===== config.mk =====
export PLATFORM = sky130hd
export DESIGN_NAME = fetch_unit
export DESIGN_NICKNAME = d
export VERILOG_FILES = /design/src/rtl/fetch_unit.sv
export SDC_FILE = /design/constraint.sdc
export NUM_CORES = 1
export LEC_CHECK = 0
export BUFFER_PORTS_ARGS = -buffer_cell sky130_fd_sc_hd__buf_2
export CAP_MARGIN = 20
export CORE_ASPECT_RATIO = 0.9
export CORE_UTILIZATION = 40
export DETAILED_ROUTE_END_ITERATION = 12
export GPL_ROUTABILITY_DRIVEN = 1
export GPL_TIMING_DRIVEN = 1
export PLACE_DENSITY = 0.63
export SETUP_SLACK_MARGIN = 0.2
export SLEW_MARGIN = 20
export SYNTH_ARGS = -nofsm -noshare
export SYNTH_HDL_FRONTEND = slang
export SYNTH_SLANG_ARGS = --single-unit

===== constraint.sdc =====
create_clock -name clk -period 2.3 [get_ports clk]
set_input_delay 0.23 -clock clk [delete_from_list [all_inputs] [get_ports clk]]
set_output_delay 0.23 -clock clk [all_outputs]
set_load 0.1 [all_outputs]

===== src/rtl/fetch_unit.sv =====
// fetch_unit: holds the PC, fetches over imem req/ack and presents instr/pcplus4 to decode (valid/ready).
// Latency: ack on the first REQ cycle gives instr_valid one cycle later; accept gives imem_req one cycle later.
// Backpressure: imem_req/imem_addr held until imem_ack; instr/pcplus4 held while instr_ready=0.
// Optional macro FETCH_PERF_CNT_EN adds saturating fetch_cnt/stall_cnt outputs.
module fetch_unit #(
    parameter int               WIDTH    = 32,
    parameter logic [WIDTH-1:0] RESET_PC = '0
) (
    input  logic             clk,
    input  logic             reset,
    output logic             imem_req,
    output logic [WIDTH-1:0] imem_addr,
    input  logic             imem_ack,
    input  logic [WIDTH-1:0] imem_rdata,
    output logic [WIDTH-1:0] instr,
    output logic [WIDTH-1:0] pcplus4,
    output logic             instr_valid,
    input  logic             instr_ready,
    input  logic             pcsrc,
    input  logic             jump,
    input  logic [WIDTH-1:0] pcbranch
`ifdef FETCH_PERF_CNT_EN
    ,
    output logic [31:0]      fetch_cnt,
    output logic [31:0]      stall_cnt
`endif
);

    typedef enum logic [1:0] {
        IDLE = 2'd0,
        REQ  = 2'd1,
        HOLD = 2'd2
    } state_t;

    localparam logic [WIDTH-1:0] PC_STEP = WIDTH'(4);

    state_t           state_q, state_d;
    logic [WIDTH-1:0] pc_q, pc_d;
    logic [WIDTH-1:0] instr_q, instr_d;
    logic [WIDTH-1:0] pcplus4_q, pcplus4_d;
    logic [WIDTH-1:0] next_pc;

    // Branch targets are word aligned, so the two low bits of pcbranch never matter.
    logic unused_pcbranch_lo;
    assign unused_pcbranch_lo = ^pcbranch[1:0];

    // Redirect select for the instruction being accepted; jump beats branch.
    always_comb begin
        next_pc = pcplus4_q;
        if (jump) begin
            next_pc = {pcplus4_q[WIDTH-1:28], instr_q[25:0], 2'b00};
        end else if (pcsrc) begin
            next_pc = {pcbranch[WIDTH-1:2], 2'b00};
        end
    end

    // State, PC and the presented instruction; reset abandons any open request.
    always_ff @(posedge clk or negedge reset) begin
        if (!reset) begin
            state_q   <= IDLE;
            pc_q      <= RESET_PC;
            instr_q   <= '0;
            pcplus4_q <= '0;
        end else begin
            state_q   <= state_d;
            pc_q      <= pc_d;
            instr_q   <= instr_d;
            pcplus4_q <= pcplus4_d;
        end
    end

    // Next state and handshake outputs; ack outside REQ is ignored.
    always_comb begin
        state_d     = state_q;
        pc_d        = pc_q;
        instr_d     = instr_q;
        pcplus4_d   = pcplus4_q;
        imem_req    = 1'b0;
        instr_valid = 1'b0;
        case (state_q)
            IDLE: begin
                state_d = REQ;
            end
            REQ: begin
                imem_req = 1'b1;
                if (imem_ack) begin
                    instr_d   = imem_rdata;
                    pcplus4_d = pc_q + PC_STEP;
                    state_d   = HOLD;
                end
            end
            HOLD: begin
                instr_valid = 1'b1;
                if (instr_ready) begin
                    pc_d    = next_pc;
                    state_d = REQ;
                end
            end
            default: begin
                state_d = IDLE;
            end
        endcase
    end

    assign imem_addr = pc_q;
    assign instr     = instr_q;
    assign pcplus4   = pcplus4_q;

`ifdef FETCH_PERF_CNT_EN
    logic        accept_w;
    logic        stall_w;
    logic [31:0] fetch_cnt_q;
    logic [31:0] stall_cnt_q;

    assign accept_w = (state_q == HOLD) && instr_ready;
    assign stall_w  = (state_q == REQ) && !imem_ack;

    // Saturating event counters: accepted instructions and REQ cycles spent waiting.
    always_ff @(posedge clk or negedge reset) begin
        if (!reset) begin
            fetch_cnt_q <= '0;
            stall_cnt_q <= '0;
        end else begin
            if (accept_w && (fetch_cnt_q != 32'hFFFF_FFFF)) begin
                fetch_cnt_q <= fetch_cnt_q + 32'd1;
            end
            if (stall_w && (stall_cnt_q != 32'hFFFF_FFFF)) begin
                stall_cnt_q <= stall_cnt_q + 32'd1;
            end
        end
    end

    assign fetch_cnt = fetch_cnt_q;
    assign stall_cnt = stall_cnt_q;
`endif

endmodule


==> results_dict.tcl <==
set metrics [dict create \
    status "finished clean" \
    num_io_pins 168 \
    place_area_um2 5849 \
    grtUsageTotal_pct 22.05 \
    core_um2 11480 \
    syn_to_final_growth_pct 30.28 \
    ys_types 36 \
    die_h_um 105.2 \
    fmax_mhz 503.4 \
    clock_sinks 98 \
    clock_skew_ps 6.757 \
    fin_ws_ps 313.5 \
    crit_required_ps 2570 \
    rsz0062_at_grt "no" \
    crit_start "imem_addr[2]" \
    tns_ps 0 \
    diodes 0 \
    hold_ws_ps 70.51 \
    worst_setup_path_start_kind "flip-flop" \
    worstSkewPairLatency_ps 340 \
    clk_pin_slew_ps 70 \
    setup_viol 0 \
    min_path_type "input pin to flip-flop" \
    dpl.hpwl_mm 9.244 \
    place_ws_ps 255.0 \
    fin_crit_ps 1986 \
    drv_cap 0 \
    first_pass_iters 4 \
    vias_per_cell 4.999 \
    multi_input_area_um2 2156 \
    grt_max_degree 53 \
    grt_pass1_wl_mm 20.77 \
    wl_per_cell_um 14.99 \
    hold_start "imem_rdata[31]" \
    seq_area_um2 2515 \
    hold_violations 0 \
    cts_setup_buffers 0 \
    antenna_found_initial 0 \
    report.final.slew_viol_count 0 \
    overflow 0 \
    route.vias.total 4309 \
    ys_ff_latch 98 \
    initial_core_util_pct 41.25 \
    drc_errors 0 \
    rr_worst_depth 5 \
    synth_cells 547 \
    cts_tree "yes" \
    worst_pin_slew_ps 661.5 \
    ant_nets 0 \
    cts_max_path_buffers 2 \
    yosysSeqAreaShare_pct 51.78 \
    numCtsBuffers 9 \
    criticalPathCategory "flip-flop to flip-flop" \
    final_common_cell "buf_2" \
    routed_wl_mm 12.92 \
    drt_iter0_markers 228 \
    drive_gt1_share_pct 31.87 \
    synth_warnings 0 \
    r2r-start "imem_addr[2]" \
    cts.htree.levels 3 \
    cp-end-kind "flip-flop" \
    syn_area_per_cell_um2 8.658 \
    fillCellCount 1129 \
    critPathArrivalTime_ps 2260 \
    cp_max_fo 7 \
    die_w_um 116.7 \
    finalCritPeriodShare_pct 86.37 \
    grt_pass1_vias 4105 \
    final_nets 772 \
    ctsRootBufferMaster "clkbuf_16" \
    routabilityCongestion 0.7785 \
    die-area_um2 12280 \
    syn_area_um2 4736 \
    syn_nets 618 \
    num_rows 37 \
    design_area_um2 6170 \
    layout_common_cells "buf_2, nand2_1, dfrtp_1" \
    io_buffers 165 \
    hold_depth 3 \
    relSlewSlack_pct 55.50 \
]
[what timing repair did]
action,in CTS,in global routing
hold buffers,1,0
endpoints found under the hold margin,45,0
endpoints found under the setup margin,0,3
resized for setup,0,1
[Yosys cell counts (all sizes together)]
| cell type | instances | area share, % |
|---|---|---|
| a21oi | 26 | 2.7 |
| xor2 | 3 | 0.55 |
| nand4 | 9 | 1.6 |
| a21o | 1 | 0.16 |
| ha | 1 | 0.26 |
| nand2 | 164 | 13 |
| xnor2 | 11 | 2.0 |
| a31oi | 13 | 1.7 |
| a22oi | 1 | 0.16 |
| or3 | 8 | 1.1 |
| o31ai | 2 | 0.32 |
| or4b | 2 | 0.42 |
| buf | 5 | 0.45 |
| nand2b | 2 | 0.26 |
| inv | 7 | 0.55 |
| nand3b | 1 | 0.16 |
| nor2 | 45 | 3.6 |
| or4 | 6 | 1.0 |
| o41ai | 2 | 0.37 |
| o21ai | 56 | 5.9 |
| nor2b | 2 | 0.26 |
| and4 | 2 | 0.37 |
| nor3 | 3 | 0.32 |
| and3b | 1 | 0.18 |
| a31o | 1 | 0.18 |
| and3 | 1 | 0.13 |
| nand3 | 11 | 1.2 |
| dfrtp | 98 | 52 |
| mux2i | 30 | 6.3 |
| nor4 | 4 | 0.53 |
| clkbuf | 29 | 2.4 |
[cell type report]
cell class / instances / share of cell area, %
Tap cell: 156 / 3.164
Inverter: 7 / 0.4259
Clock inverter: 4 / 0.8112
Sequential cell: 98 / 40.76
Multi-Input combinational cell: 408 / 34.94
Clock buffer: 12 / 4.157
Timing Repair Buffer: 177 / 15.74
[critical path, stage by stage, from the launching register on]
cell and delay, ps:
dfrtp_4 460, ha_4 160, nand4_1 170, or4_4 480
or4_1 470, a31oi_1 160
[through the flow]
step | utilization, % | cells
finish | 53.74 | 862
global route | 53.74 | 862
CTS | 53.71 | 862
detailed placement | 50.95 | 845
global placement | 50.95 | 845
floorplan | - | 547
[state kept, by name, indices dropped and copies added, names as in the netlist]
name       cells
instr         32
imem_addr     32
pcplus4       32
state_q        2
[layer usage]
metal / vias to the layer above / global-route usage [%] / share of wire (%)
met5: - / 0 / 0
met4: 0 / 5.967 / 1.0
met3: 9 / 5.578 / 6.3
met2: 130 / 33.85 / 45
met1: 2010 / 30.88 / 48
li1: 2160 / - / -
[path summary, 6_finish.rpt]
check	slack (ps)	endpoint
max	310	pcplus4[28]
min	70	instr[31]
max reg2reg	310	pcplus4[28]
min reg2reg	470	instr[29]
max in group asynchronous	1160	imem_addr[27]
min in group asynchronous	440	pcplus4[1]
[cell families after synthesis]
logic type | Yosys count | synth area share [%]
AND/OR/NAND/NOR | 261 | 24.10
buffers and inverters | 41 | 3.356
flip-flops | 98 | 51.78
AO/OA/AOI/OAI | 102 | 11.57
multiplexers | 30 | 6.341
adder cells (fa/ha/maj) | 1 | 0.2642
XOR/XNOR | 14 | 2.589
Power is not shown: default switching activity piles up to over one toggle a cycle in this logic, so the estimate is an artifact.
